===== src/rtl/ahb_arbiter_pkg.sv =====
// ahb_arbiter_pkg
//   Shared types and helpers for the AHB bus arbiter.
//   - htrans_e    : AHB HTRANS encodings.
//   - hburst_e    : AHB HBURST encodings.
//   - arb_state_e : arbiter FSM states.
//   - burst_beats : beat count of a burst type (0 = undefined-length INCR).
package ahb_arbiter_pkg;

  typedef enum logic [1:0] {
    HT_IDLE   = 2'd0,
    HT_BUSY   = 2'd1,
    HT_NONSEQ = 2'd2,
    HT_SEQ    = 2'd3
  } htrans_e;

  typedef enum logic [2:0] {
    HB_SINGLE = 3'd0,
    HB_INCR   = 3'd1,
    HB_WRAP4  = 3'd2,
    HB_INCR4  = 3'd3,
    HB_WRAP8  = 3'd4,
    HB_INCR8  = 3'd5,
    HB_WRAP16 = 3'd6,
    HB_INCR16 = 3'd7
  } hburst_e;

  typedef enum logic [1:0] {
    ARB    = 2'd0,
    BURST  = 2'd1,
    LOCKED = 2'd2
  } arb_state_e;

  // Width of the beat counter: holds up to 15 remaining beats.
  localparam int CNT_W = 4;

  function automatic logic [4:0] burst_beats(input hburst_e hb);
    logic [4:0] beats;
    case (hb)
      HB_SINGLE:           beats = 5'd1;
      HB_INCR:             beats = 5'd0;
      HB_WRAP4, HB_INCR4:  beats = 5'd4;
      HB_WRAP8, HB_INCR8:  beats = 5'd8;
      default:             beats = 5'd16;
    endcase
    return beats;
  endfunction

endpackage


===== src/rtl/ahb_arbiter_rr_pick.sv =====
// ahb_arbiter_rr_pick
//   Combinational round-robin picker. The search starts at last+1 and wraps
//   modulo MST, so the previous owner is considered last.
//   Ports:
//     req   [MST] in  : request vector
//     last  [MW]  in  : index of the previous owner
//     gnt   [MST] out : one-hot winner (all zero when nobody requests)
//     valid       out : at least one request was present
module ahb_arbiter_rr_pick #(
  parameter int MST = 2,
  parameter int MW  = 1
) (
  input  logic [MST-1:0] req,
  input  logic [MW-1:0]  last,
  output logic [MST-1:0] gnt,
  output logic           valid
);

  logic [MW-1:0] idx;

  always_comb begin
    gnt   = '0;
    valid = 1'b0;
    idx   = '0;
    for (int k = 1; k <= MST; k++) begin
      idx = MW'((int'(last) + k) % MST);
      if (!valid && req[idx]) begin
        gnt[idx] = 1'b1;
        valid    = 1'b1;
      end
    end
  end

endmodule


===== src/rtl/ahb_arbiter.sv =====
// ahb_arbiter
//   Multi-master AHB arbiter: one-hot registered grant, address-phase and
//   data-phase owner indices for the fabric muxes, fixed-length burst
//   holding and bus parking on DEFAULT_MST.
//   Optional feature macro: AHB_ARBITER_LOCK_EN (locked transfers). Without
//   it hlock is ignored and hmastlock is tied low.
//   Ports:
//     clk           in        : clock
//     reset         in        : synchronous active-high reset
//     hbusreq [MST] in        : per-master bus request
//     hlock   [MST] in        : per-master lock request
//     htrans  [2]   in        : muxed address-phase HTRANS
//     hburst  [3]   in        : muxed address-phase HBURST
//     hready        in        : fabric HREADY
//     hgrant  [MST] out       : one-hot grant (registered)
//     hmaster [MW]  out       : address-phase owner
//     hmaster_data [MW] out   : data-phase owner
//     hmastlock     out       : current address phase is locked
module ahb_arbiter
  import ahb_arbiter_pkg::*;
#(
  parameter int MST         = 2,
  parameter int DEFAULT_MST = 0,
  parameter int MW          = (MST > 1) ? $clog2(MST) : 1
) (
  input  logic           clk,
  input  logic           reset,
  input  logic [MST-1:0] hbusreq,
  input  logic [MST-1:0] hlock,
  input  logic [1:0]     htrans,
  input  logic [2:0]     hburst,
  input  logic           hready,
  output logic [MST-1:0] hgrant,
  output logic [MW-1:0]  hmaster,
  output logic [MW-1:0]  hmaster_data,
  output logic           hmastlock
);

  if (MST < 1 || MST > 8) begin : g_bad_mst
    $fatal(1, "ahb_arbiter: MST must be 1..8");
  end
  if (DEFAULT_MST < 0 || DEFAULT_MST >= MST) begin : g_bad_default
    $fatal(1, "ahb_arbiter: DEFAULT_MST must be < MST");
  end

  localparam logic [MST-1:0] DEF_GNT = MST'(1) << DEFAULT_MST;

  arb_state_e       state_reg, state_next;
  logic [CNT_W-1:0] cnt_reg, cnt_next;
  logic [MST-1:0]   grant_reg, grant_next;
  logic [MW-1:0]    master_reg, master_data_reg;

  logic [MW-1:0]    gnt_idx;
  logic [MST-1:0]   pick_gnt, arb_gnt;
  logic             pick_valid;
  logic             do_arb;
  htrans_e          trans;
  logic [4:0]       beats;
  logic             fixed;
  logic [CNT_W-1:0] beats_m1;

  assign trans    = htrans_e'(htrans);
  assign beats    = burst_beats(hburst_e'(hburst));
  assign fixed    = (beats > 5'd1);
  assign beats_m1 = CNT_W'(beats - 5'd1);

  // One-hot grant to index; the grant is always one-hot so OR-ing is exact.
  always_comb begin
    gnt_idx = '0;
    for (int i = 0; i < MST; i++) begin
      if (grant_reg[i]) gnt_idx = gnt_idx | MW'(i);
    end
  end

  ahb_arbiter_rr_pick #(
    .MST (MST),
    .MW  (MW)
  ) u_pick (
    .req   (hbusreq),
    .last  (master_reg),
    .gnt   (pick_gnt),
    .valid (pick_valid)
  );

  // Nobody requesting parks the bus on the default master.
  assign arb_gnt = pick_valid ? pick_gnt : DEF_GNT;

`ifdef AHB_ARBITER_LOCK_EN
  logic owner_lock;
  assign owner_lock = hlock[gnt_idx];
`endif

  always_comb begin
    state_next = state_reg;
    cnt_next   = cnt_reg;
    grant_next = grant_reg;
    do_arb     = 1'b0;

    case (state_reg)
      ARB: do_arb = 1'b1;
      BURST: begin
        if (hready) begin
          if (trans == HT_SEQ) begin
            // Last beat: the counter reaches 0 and the grant is re-evaluated.
            if (cnt_reg == CNT_W'(1)) do_arb = 1'b1;
            else                      cnt_next = cnt_reg - CNT_W'(1);
          end else if (trans == HT_IDLE || trans == HT_NONSEQ) begin
            // Early termination: fall back to ARB and re-arbitrate now.
            do_arb = 1'b1;
          end
        end
      end
`ifdef AHB_ARBITER_LOCK_EN
      LOCKED: begin
        if (hready) begin
          if (!owner_lock && (trans == HT_IDLE || trans == HT_NONSEQ)) begin
            do_arb = 1'b1;
          end else if (trans == HT_SEQ && cnt_reg != '0) begin
            cnt_next = cnt_reg - CNT_W'(1);
          end else if (trans == HT_NONSEQ) begin
            cnt_next = fixed ? beats_m1 : '0;
          end else if (trans == HT_IDLE) begin
            cnt_next = '0;
          end
        end
      end
`endif
      default: do_arb = 1'b1;
    endcase

    // Arbitration point: take the round-robin winner unless the current
    // address phase starts a locked sequence or a fixed-length burst, in
    // which case the grant is frozen.
    if (do_arb) begin
      state_next = ARB;
      cnt_next   = '0;
      grant_next = arb_gnt;
      if (hready && trans == HT_NONSEQ) begin
`ifdef AHB_ARBITER_LOCK_EN
        if (owner_lock) begin
          state_next = LOCKED;
          grant_next = grant_reg;
          cnt_next   = fixed ? beats_m1 : '0;
        end else
`endif
        if (fixed) begin
          state_next = BURST;
          grant_next = grant_reg;
          cnt_next   = beats_m1;
        end
      end
    end
  end

  always_ff @(posedge clk) begin
    if (reset) begin
      state_reg       <= ARB;
      cnt_reg         <= '0;
      grant_reg       <= DEF_GNT;
      master_reg      <= MW'(DEFAULT_MST);
      master_data_reg <= MW'(DEFAULT_MST);
    end else begin
      state_reg <= state_next;
      cnt_reg   <= cnt_next;
      grant_reg <= grant_next;
      if (hready) begin
        master_reg      <= gnt_idx;
        master_data_reg <= master_reg;
      end
    end
  end

`ifdef AHB_ARBITER_LOCK_EN
  logic mastlock_reg;
  always_ff @(posedge clk) begin
    if (reset) begin
      mastlock_reg <= 1'b0;
    end else if (hready) begin
      mastlock_reg <= owner_lock;
    end
  end
  assign hmastlock = mastlock_reg;
`else
  logic unused_hlock;
  assign unused_hlock = ^hlock;
  assign hmastlock    = 1'b0;
`endif

  assign hgrant       = grant_reg;
  assign hmaster      = master_reg;
  assign hmaster_data = master_data_reg;

endmodule


===== config.mk =====
export PLATFORM = sky130hd
export DESIGN_NAME = ahb_arbiter
export DESIGN_NICKNAME = d
export VERILOG_FILES = /design/src/rtl/ahb_arbiter_pkg.sv /design/src/rtl/ahb_arbiter_rr_pick.sv /design/src/rtl/ahb_arbiter.sv
export SDC_FILE = /design/constraint.sdc
export NUM_CORES = 1
export LEC_CHECK = 0
export CORE_MARGIN = 5
export CORE_UTILIZATION = 44
export CTS_BUF_LIST = sky130_fd_sc_hd__clkbuf_16
export CTS_CLUSTER_DIAMETER = 80
export DETAILED_ROUTE_END_ITERATION = 8
export PLACE_DENSITY = 0.73
export SYNTH_ARGS = -nofsm -noshare
export SYNTH_HDL_FRONTEND = slang
export SYNTH_HIERARCHICAL = 1
export SYNTH_SLANG_ARGS = --single-unit

===== constraint.sdc =====
create_clock -name clk -period 1.97 [get_ports clk]
set_input_delay 0.4925 -clock clk [delete_from_list [all_inputs] [get_ports clk]]
set_output_delay 0.4925 -clock clk [all_outputs]
set_load 0.01 [all_outputs]

[Yosys cells after proc, flatten, opt, wreduce, memory -nomap -nowiden]
Cells that the tools add are included.
Storage, ports and cells
  bits in registers: 10
  input port bits: 12
  output and inout port bits: 5
Operators by class
  add/sub/neg operators: 4
  $lt $le $gt $ge: 5
  equal/unequal tests: 11
  muxes and demuxes: 31
  bitwise operators: 1
  reduce and logical (&&, ||, !) cells: 15
Operator list (number)
  two-way mux 4 bit: 7
  case mux 5 bit (4 select lines): 1
  two-way mux 1 bit: 16
  two-way mux 2 bit: 5
  subtractor 4 x 1 -> 4 bit, second input constant: 2
  equality test 3 x 2 -> 1 bit, second input constant: 2
  equality test 3 bit, second input constant: 2
  nonzero test 2 bit: 3
  greater-than comparator 5 x 1 -> 1 bit, second input constant: 1
  equality test 2 bit, second input constant: 2
  equality test 4 x 1 -> 1 bit, second input constant: 1
  logical AND 1 bit: 4
  less-than comparator 1 x 2 -> 1 bit, second input constant: 2
  != test 2 bit, second input constant: 2
  AND reduction 4 bit: 1
  OR reduction 2 bit: 2
  equality test 3 x 1 -> 1 bit, second input constant: 1
  zero test 3 bit: 1
  adder 1 bit, second input constant: 2
  demux 1 bit (select 1 bit): 2
  equality test 2 x 1 -> 1 bit, second input constant: 1
  >= comparator 1 bit, second input constant: 2
  zero test 2 bit: 1
  OR 2 bit: 1
  3 further kinds: 3

[Longest topological paths before layout]
  word-level depth: 11
  depth in mapped cells: 6

[Cells and area by module]
The synthesis kept the hierarchy.
By module, submodules not included
  ahb_arbiter: times used 1, cells an instance 62, area an instance 549.3 um^2, seq. area each 180.2 um^2
  ahb_arbiter_rr_pick: times used 1, cells an instance 4, area an instance 25.0 um^2, seq. area each 0.0 um^2

[Least setup slack after synthesis]
OpenSTA, ideal clock, no wires.
  kind: input port to flip-flop
  start: input hburst[2]
  end: register cnt_reg[3]
  setup time: 0.074 ns
  arrival time: 1.674 ns
  slack: 0.222 ns
  cell stages on the path: 6
  buffers on the path: 0
  path through: or3_1 ha_1 nor3b_1 a21oi_1 or3_1 a31oi_1
Between the ends
  cells in the longest elaborated chain, start to end: 7
Ends and longest elaborated chain
  start: declaration: RTL line ahb_arbiter.sv:31  | input logic [2:0] hburst,
  equality test 3 bit or equality test 3 x 2 -> 1 bit (tied branches): RTL line ahb_arbiter_pkg.sv:38  | case (hb)
  OR reduction 2 bit: RTL line ahb_arbiter_pkg.sv:38
  case mux 5 bit (4 select lines) *: RTL line ahb_arbiter_pkg.sv:38
  subtractor 4 x 1 -> 4 bit or greater-than comparator 5 x 1 -> 1 bit (tied branches): RTL line ahb_arbiter.sv:65, ahb_arbiter.sv:64
  two-way mux 4 bit *: RTL line ahb_arbiter.sv:146  | if (fixed) begin
  two-way mux 4 bit *: RTL line ahb_arbiter.sv:138  | if (hready && trans == HT_NONSEQ) begin
  two-way mux 4 bit *: RTL line ahb_arbiter.sv:134  | if (do_arb) begin
  end signal: assignment: RTL line ahb_arbiter.sv:164  | cnt_reg <= cnt_next;
  end: declaration: RTL line ahb_arbiter.sv:49  | logic [CNT_W-1:0] cnt_reg, cnt_next;
Every way passes the cells marked *; elsewhere a longest branch is shown, timed or not.
A chain may end at the register's enable or synchronous reset.

[Final worst setup path]
  start: input hburst[0]
  end: register cnt_reg[3]
Same word-level chain as after synthesis.

==> out/qor.csv <==
metric,value,unit
largest_register_ff_count,4,
final_cells,97,
postCtsSetupBuffers,0,
clock-sinks,9,
worst_path_most_repeated_cell,or3_1,
die_area,2128,µm²
path_cells,clkdlybuf4s50_1 > or3_1 > ha_2 > nor3b_2 > a21oi_1 > or3_1 > a31oi_1,
post-place-ws,-0.2957,ns
numPlacedInstances,93,
overflow,0,
worst_path_max_delay_cell,clkdlybuf4s50_1,
crit_arrival,2.06,ns
async_flop_share,0,%
vias,505,
cp-start-kind,input port,
syn2layout_area_growth,40.52,%
finalPower,0.0006516,W
synth_edf_count,0,
cts_made_buffers,3,
hold_path_class,reg2reg,
slew_viol_final,0,
wire_per_inst,13.25,µm
cts_root_buf,clkbuf_16,
gp_routability_congestion,0.7654,
drt_first_pass_iters,4,
hpwl,1.008,mm
antenna_cells,0,
dieHeight,46.13,µm
period_share,96.78,%
synth_warnings,6,
tritoncts,yes,
critPathKind,in2reg,
wirelength,1.285,mm
grt_pass1_vias,499,
core_area,1269,µm²
setup_viol,0,
ys_types,28,
path_max_fanout,2,
clk_pin_slew,0.04,ns
outcome,"finished, final reports clean",
final_core_util,63.61,%
syn-mean-instance-area,8.702,µm²
fin_crit,1.907,ns
antenna_found_initial,0,
synth_seq_cells,9,
drive_gt1_share,15.85,%
cts.path.max_buffers,2,
synth_nets,81,
grt_max_degree,12,
rsz0062_at_grt,false,
ioPinCount,17,
max_freq,0.5245,GHz
grtUsageTotal,14.26,%
required,2.13,ns
total_leakage_power,0.3263,nW
clk_latency,0.23,ns
vias_per_cell,5.206,
cp-end-kind,flip-flop,
final_antenna_net_count,0,
syn_area,574.3,µm²
n_fill_cell,116,
hold_viol_final,0,
seq_area_frac_synth,31.37,%
vdd_ir_drop_max,0.9035,mV
io_buffers,13,
h-tree-depth,1,
start_util,45.27,%
worst_clock_skew,0.002721,ns
std_cell_rows,13,
drv_cap,0,
nNetsFinal,98,
final_common_cell,clkdlybuf4s50_1,
cellPowerDensity,807.4,nW/µm²
first_iter_violations,3,
slowest_delay,0.40,ns
synth-main-ff-cell,dfxtp_1,
grt_first_pass_wirelength,2.049,mm
synthCells,66,
worst_slack,0.06349,ns
drc,0,
die_x,46.13,µm
mostFrequentLayoutCells,"11 x clkdlybuf4s50_1, 9 x dfxtp_1, 6 x inv_1, 6 x nor2_1",
[metrics by stage]
stage | TNS [ns] | hold WS [ns] | instance area (µm²)
after detailed placement | -0.3303 | 0.4825 | 715.7
after global routing | 0 | 0.5315 | 807.0
after CTS | 0 | 0.4897 | 802.0
after global placement | -0.2967 | 0.4785 | 715.7
after floorplan | 0 | 0.4610 | 574.3
final | 0 | 0.4897 | 807.0
[path summary, 6_finish.rpt]
check,endpoint,cells past startpoint,startpoint,slack [ns]
min,hgrant[1],2,hgrant[1],0.49
min reg2reg,hgrant[1],2,hgrant[1],0.49
max reg2reg,cnt_reg[2],6,cnt_reg[1],0.56
max,cnt_reg[3],7,hburst[0],0.06
[logic make-up (layout without fill, tap and decap cells)]
kind of cell             after synthesis  after routing  share of synthesized area (%)
AO/OA/AOI/OAI                         13             13                          17.21
adder cells (fa/ha/maj)                3              3                          6.537
flip-flops                             9              9                          31.37
multiplexers                           4              4                          6.972
buffers and inverters                  9             25                          8.496
other                                  1              1                         0.6530
AND/OR/NAND/NOR                       27             27                          28.76
[power breakdown]
part	internal [W]	total, W	switching (W)
sequential	0.000193	0.000200	0.00000687
clock	0.000265	0.000351	0.0000861
combinational	0.0000543	0.000101	0.0000463
[area by class of cell]
class	instances	area, µm²	share of cell area [%]
Clock buffer	3	75.07	9.302
Clock inverter	1	3.754	0.4651
Inverter	5	18.77	2.326
Multi-Input combinational cell	48	352.8	43.72
Sequential cell	9	180.2	22.33
Tap cell	15	18.77	2.326
Timing Repair Buffer	16	157.7	19.53
[Yosys cell counts, types with 2 or more instances]
| library cell | count | area, µm² |
|---|---|---|
| a21boi_1 | 2 | 15.01 |
| ha_1 | 3 | 37.54 |
| a31oi_1 | 2 | 12.51 |
| nand3b_1 | 3 | 22.52 |
| mux2i_1 | 4 | 40.04 |
| or3_1 | 2 | 12.51 |
| nor3_1 | 2 | 10.01 |
| nor2_1 | 6 | 22.52 |
| buf_4 | 2 | 15.01 |
| nor3b_1 | 2 | 15.01 |
| inv_1 | 5 | 18.77 |
| dfxtp_1 | 9 | 180.2 |
| nand2b_1 | 4 | 25.02 |
| a211oi_1 | 4 | 30.03 |
| nand2_1 | 3 | 11.26 |
[metal layers]
layer,GRT usage [%],wire length [µm],vias to the layer above
met5,0,0,-
met2,26.10,679,10
met1,14.15,526,232
met3,4.688,65,2
met4,6.818,12,0
li1,-,-,261
[repair_timing]
item                       4_1_cts  5_1_grt
pin swaps                        1        3
hold buffers                     0        0
setup endpoints to repair        1        1
gates resized for setup          2        2
[critical path, delay by kind of cell]
kind / cells / cell delay [ns]
AO/OA/AOI/OAI: 2 / 0.21
AND/OR/NAND/NOR: 3 / 0.77
buffers and inverters: 1 / 0.40
adder cells (fa/ha/maj): 1 / 0.19
No activity file was read; power rests on OpenSTA's default activity.
